## src/rtl/msrv32_rf_write_arbiter.sv

```systemverilog
// msrv32_rf_write_arbiter: round-robin share of the register file write port plus a pending-write scoreboard.
module msrv32_rf_write_arbiter (
   input  logic        ms_riscv32_mp_clk_in,
   input  logic        ms_riscv32_mp_rst_n_in,
   input  logic        req0_valid_in,
   input  logic [4:0]  req0_addr_in,
   input  logic [31:0] req0_data_in,
   output logic        req0_ready_out,
   input  logic        req1_valid_in,
   input  logic [4:0]  req1_addr_in,
   input  logic [31:0] req1_data_in,
   output logic        req1_ready_out,
   input  logic        issue_en_in,
   input  logic [4:0]  issue_rd_in,
   input  logic        flush_in,
   input  logic [4:0]  rs1_addr_in,
   input  logic [4:0]  rs2_addr_in,
   output logic        rs1_busy_out,
   output logic        rs2_busy_out,
   output logic        wr_en_out,
   output logic [4:0]  rd_addr_out,
   output logic [31:0] rd_out
);
   logic        pri;
   logic [31:1] busy_q;
   logic [31:1] busy_nxt;
   logic [31:0] busy;
   logic        acc;
   logic [4:0]  acc_addr;
   logic [31:0] acc_data;
   always_comb begin
      req0_ready_out = ms_riscv32_mp_rst_n_in && req0_valid_in && (!req1_valid_in || !pri);
      req1_ready_out = ms_riscv32_mp_rst_n_in && req1_valid_in && (!req0_valid_in || pri);
      acc      = req0_ready_out || req1_ready_out;
      acc_addr = req1_ready_out ? req1_addr_in : req0_addr_in;
      acc_data = req1_ready_out ? req1_data_in : req0_data_in;
      busy     = {busy_q, 1'b0};
      rs1_busy_out = busy[rs1_addr_in];
      rs2_busy_out = busy[rs2_addr_in];
      // a new producer's set overrides both the flush and a same-cycle clear
      for (int i = 1; i < 32; i++)
         busy_nxt[i] = (issue_en_in && issue_rd_in == 5'(i)) ||
                       (!flush_in && busy_q[i] && !(acc && acc_addr == 5'(i)));
   end
   always_ff @(posedge ms_riscv32_mp_clk_in) begin
      if (!ms_riscv32_mp_rst_n_in) begin
         pri         <= 1'b0;
         busy_q      <= '0;
         wr_en_out   <= 1'b0;
         rd_addr_out <= '0;
         rd_out      <= '0;
      end else begin
         pri       <= req0_ready_out ? 1'b1 : req1_ready_out ? 1'b0 : pri;
         busy_q    <= busy_nxt;
         wr_en_out <= acc && |acc_addr;
         if (acc) begin
            rd_addr_out <= acc_addr;
            rd_out      <= acc_data;
         end
      end
   end
endmodule
```

## config.mk

```make
export PLATFORM = sky130hd
export DESIGN_NAME = msrv32_rf_write_arbiter
export DESIGN_NICKNAME = d
export VERILOG_FILES = /design/src/rtl/msrv32_rf_write_arbiter.sv
export SDC_FILE = /design/constraint.sdc
export NUM_CORES = 1
export LEC_CHECK = 0
export ABC_AREA = 1
export BUFFER_PORTS_ARGS = -buffer_cell sky130_fd_sc_hd__buf_2
export CAP_MARGIN = 5
export CELL_PAD_IN_SITES_DETAIL_PLACEMENT = 1
export CELL_PAD_IN_SITES_GLOBAL_PLACEMENT = 2
export CORE_MARGIN = 5
export CORE_UTILIZATION = 24
export CTS_BUF_LIST = sky130_fd_sc_hd__clkbuf_8
export DETAILED_ROUTE_END_ITERATION = 8
export PLACE_DENSITY_LB_ADDON = 0.08
export REMOVE_ABC_BUFFERS = 1
export SLEW_MARGIN = 25
export SYNTH_ARGS = -nofsm -noshare
export SYNTH_HDL_FRONTEND = slang
export SYNTH_SLANG_ARGS = --single-unit
export TNS_END_PERCENT = 20
```

## constraint.sdc

```tcl
create_clock -name ms_riscv32_mp_clk_in -period 1.4 [get_ports ms_riscv32_mp_clk_in]
set_clock_uncertainty 0.05 [all_clocks]
set_input_delay 0.21 -clock ms_riscv32_mp_clk_in [delete_from_list [all_inputs] [get_ports ms_riscv32_mp_clk_in]]
set_output_delay 0.21 -clock ms_riscv32_mp_clk_in [all_outputs]
set_load 0.1 [all_outputs]
```

# [Yosys cells after proc, flatten, opt, wreduce, memory -nomap -nowiden]
# Cells that the tools add are included.
# W data, S select, Z words.
[totals] reg_bits=70 in_bits=95 output_inout_bits=42
[op_classes] order_cmp=2 n_eq_ne=62 n_mux=8 reduce_logical=200
[op_table] op="$eq A5 B5 Y1 const B" n=32
[op_table] op="$logic_and A1 B1 Y1" n=129
[op_table] op="$eq A5 B4 Y1 const B" n=16
[op_table] op="$eq A5 B3 Y1 const B" n=8
[op_table] op="$logic_not A1 Y1" n=35
[op_table] op="$logic_or A1 B1 Y1" n=34
[op_table] op="$mux W32" n=1
[op_table] op="$eq A5 B2 Y1 const B" n=4
[op_table] op="$lt A5 B6 Y1 const B" n=2
[op_table] op="$bmux W1 S5" n=2
[op_table] op="$eq A5 B1 Y1 const B" n=2
[op_table] op="$mux W5" n=1
[op_table] op="$reduce_or A5 Y1" n=1
[op_table] op="$mux W1" n=4
[op_table] op="$reduce_bool A2 Y1" n=1

# [Depth between registers and ports, before layout]
[depth] depth_word=9 mapped_depth=10 ltp_nobuf=9

# [Worst setup path after synthesis]
# No wires, ideal clock.
[synth_path] path_type="in2out" start="input rs2_addr_in[1]" end="output rs2_busy_out" arrival_ns=1.535 required_time_ns=1.140 slack_ns=-0.395 stages=9 cell_sequence="buf_2 -> inv_1 -> a21oi_1 -> o21ai_0 -> nand3_1 -> nand3_1 -> nand2_1 -> nand2_1 -> nand2_1"
[synth_via] elab_chain_cells=2
[synth_lines] item="from (decl)" line_no="17" source="input logic [4:0] rs2_addr_in,"
[synth_lines] item="$bmux W1 S5" line_no="39" source="rs2_busy_out = busy[rs2_addr_in];"
[synth_lines] item="$mux W1 (not written as such)" line_no="39"
[synth_lines] item="to (decl)" line_no="19" source="output logic rs2_busy_out,"
# Every way passes these cells. The select of a mux whose other input is x is not followed.

# [Worst setup path in the final report]
[layout_path] start="register busy_q[12] (netlist bit)" end="output rs2_busy_out"
[layout_via] elab_chain_cells=2
[layout_lines] item="from (decl)" line_no="25" source="logic [31:1] busy_q;"
[layout_lines] item="from (signal assigned)" line_no="54" source="busy_q <= busy_nxt;"
[layout_lines] item="$bmux W1 S5" line_no="39"
[layout_lines] item="$mux W1 (not written as such)" line_no="39"
# Every way passes these cells. The select of a mux whose other input is x is not followed.

==> summary.log <==
qor: drt.ant_nets 0
qor: drt.num_vias 5,025
qor: drt.vias_per_cell 4.68
qor: grt.global_route.overflow_total 0
qor: layout.final_nets 939
qor: setup_path.crit-reg2reg-launch pri$_SDFFE_PN0P_
qor: timing.final.min_clock_period 1750 ps
qor: power_and_ir_drop.part_of_the_total_power_dissipated_in_sequential_elements 34.4%
qor: timing.slew_violations 0
qor: synthesis.synthesis.area_per_instance 6.30 um2
qor: cts.cts_tree built
qor: drt.drt-wirelength-per-cell 16.3 um
qor: layout.area.growth.synth_to_final 54.7%
qor: setup_path.cp.required 1140 ps
qor: drt.drc 0
qor: power_and_ir_drop.vdd_drop_max 0.000394 V
qor: synthesis.netlist_area_before_placement 4240 um2
qor: synthesis.yosysUniqueCellTypes 23
qor: cts.clk-insertion-delay-late 360 ps
qor: timing.tightestPinTransition 489 ps
qor: power_and_ir_drop.p_clk_share 27.8%
qor: power_and_ir_drop.cellPowerDensity 964 nW/um2
qor: power_and_ir_drop.internal_power 3.72 mW
qor: die.floorplan.initialDensity 24.5%
qor: setup_path.cp-start-kind flop
qor: power_and_ir_drop.sw_frac_of_total 41.1%
qor: cts.ctsLongestPathBuffers 2
qor: placement.globalplace.congestion 0.829
qor: power_and_ir_drop.net-switching-power 2.59 mW
qor: cts.clkSlewWorstSetupHoldPaths 90 ps
qor: synthesis.syn_inst 673
qor: cts.cts.htree.levels 3
qor: grt.grt_pass1_vias 5,297
qor: setup_path.timing.critical_path.to_type output port
qor: placement.port_buffers 136
qor: layout.post_layout_nonfiller_instances 1,074
qor: grt.grt_pass1_wl 28.0 mm
qor: drt.firstDrtPassIters 4
qor: power_and_ir_drop.power.combinational.fraction 37.8%
qor: timing.worst_slack -345 ps
qor: cts.root_buffer sky130_fd_sc_hd__clkbuf_8
qor: die.floorplan.core_area 17,300 um2
qor: job.drv.max_cap_violation_count 0
qor: placement.place_worst_setup_slack -235 ps
qor: grt.globalRouteTotalUtil 17.4%
qor: timing.hold_slack 116 ps
qor: layout.antenna-diode-count 0
qor: die.y_dimension_of_the_die 143 um
qor: setup_path.critPathMaxFanout 3
qor: timing.setup_repair_after_global_routing_missed_its_margin yes
qor: setup_path.worstSetupStartpoint busy_q[12]$_SDFF_PN0_
qor: run_status.violations negative setup slack
qor: placement.detailed_place_hpwl 12.5 mm
qor: cts.holdBufCountCts 0
qor: min_path.type_of_the_tightest_min_delay_check in -> reg
qor: die.num_rows 48
qor: die.die_width 143 um
qor: die.pin_count 137
qor: synthesis.ys.warnings.count 0
qor: timing.timing.final.hold_violations 0
qor: drt.drt_wl_total 17.5 mm
qor: placement.post-place-cells 1,040
qor: power_and_ir_drop.power.static_leakage 2.98 nW
qor: cts.cts_inserted_buffers 9
qor: grt.antenna_found_initial 1
qor: grt.grt_max_degree 39
qor: die.die-area 20,400 um2
qor: timing.relSlewSlack 67.6%
qor: synthesis.yosys_register_bits 70
qor: timing.upper_clock_frequency_limit 573 MHz
qor: min_path.hp-start req1_data_in[9]
qor: synthesis.ys_seq_area_share 33.1%
qor: drt.drt_iter0_markers 148
qor: setup_path.critPathKind reg -> out
qor: timing.final_min_period_over_clock_period 125%
qor: timing.finalSetupViolCount 73
qor: run_status.status complete, but fails checks
qor: cts.numClockSinks 70
qor: layout.share_of_final_layout_standard_cells_stronger_than_drive_strength_1 40.0%
qor: setup_path.arrival 1490 ps
## routing by layer
metal,vias up,wire length (um),GRT usage (%)
met4,0,395,5.70
li1,2511,-,-
met3,21,881,3.85
met5,-,0,0
met2,115,8660,29.7
met1,2378,7580,21.7
## power by group through the flow
stage | combinational (mW) | sequential [mW] | clock (mW)
6_report | 2.39 | 2.17 | 1.75
3_5_place_dp | 2.09 | 2.21 | 0
5_1_grt | 2.54 | 2.19 | 1.92
2_1_floorplan | 0.590 | 2.94 | 0
4_1_cts | 2.35 | 2.17 | 1.84
3_3_place_gp | 2.07 | 2.21 | 0
## state kept, by name, indices dropped and copies added, names as in the netlist
register     count
rd_out          32
rd_addr_out      5
busy_q          31
pri              1
wr_en_out        1
## placed cells by master (no fill, tap or decap), drive strengths merged
cell	n
nand3b	3
or2	2
dfxtp	70
clkinv	1
o211ai	40
nand2	184
clkinvlp	1
a21oi	58
nor2	62
bufinv	1
buf	195
inv	100
a31oi	1
o21ai	27
nand3	91
clkbuf	12
nor3	1
## worst paths after layout
path / end / slack, ps / cells after the start
worst min-delay path: rd_out[9]$_SDFFE_PN0P_ / 120 / 5
worst max-delay path: rs2_busy_out / -350 / 9
worst max register to register: busy_q[5]$_SDFF_PN0_ / -230 / 12
worst min register to register: rd_out[3]$_SDFFE_PN0P_ / 460 / 2
## synthesized netlist by cell type (all sizes together)
master  count  area share, %
nand2     184             17
inv        96            8.6
nand3      91             11
dfxtp      70             33
nor2       62            7.7
a21oi      58            6.9
o211ai     40            7.1
o21ai      27            3.2
buf        22            3.2
clkbuf     16            1.4
nand3b      3           0.53
or2         2           0.30
a31oi       1           0.15
nor3        1           0.12
## metrics by stage
step	power (mW)	area, um2	TNS [ps]	util [%]
CTS	6.36	6330	-16110	36.6
detailed placement	4.29	5590	-9010	32.3
finish	6.32	6550	-13140	37.9
global route	6.65	6550	-19930	37.9
floorplan	3.53	4040	-45460	-
global placement	4.28	5590	-6520	32.3
## area by class of cell
type	count	area, um2
clock buffer	9	124
clock inverter	7	77.6
fill	2182	10700
inverter	96	387
multi-input combinational	469	2550
sequential	70	1430
tap	225	282
timing repair buffer	198	1700
## worst max-delay path: stages, from the launching register on
cell and delay (ps):
sky130_fd_sc_hd__dfxtp_1 330, sky130_fd_sc_hd__inv_2 60, sky130_fd_sc_hd__o21ai_1 150, sky130_fd_sc_hd__nand3_1 100, sky130_fd_sc_hd__nand2_1 70, sky130_fd_sc_hd__nand2_1 40
sky130_fd_sc_hd__nand2_1 60, sky130_fd_sc_hd__nand2_1 50, sky130_fd_sc_hd__nand2_2 80, sky130_fd_sc_hd__buf_12 170
## cell families after synthesis
logic type	synth area share (%)
flip-flops	33.1
AO/OA/AOI/OAI	17.3
buffers and inverters	13.3
AND/OR/NAND/NOR	36.4
## repair_timing
action,4_1_cts,5_1_grt
buffers inserted,10,1
pin swaps,37,39
cloned,5,2
gates resized for setup,139,50
setup endpoints to repair,109,73
(Power assumes the default switching activity.)
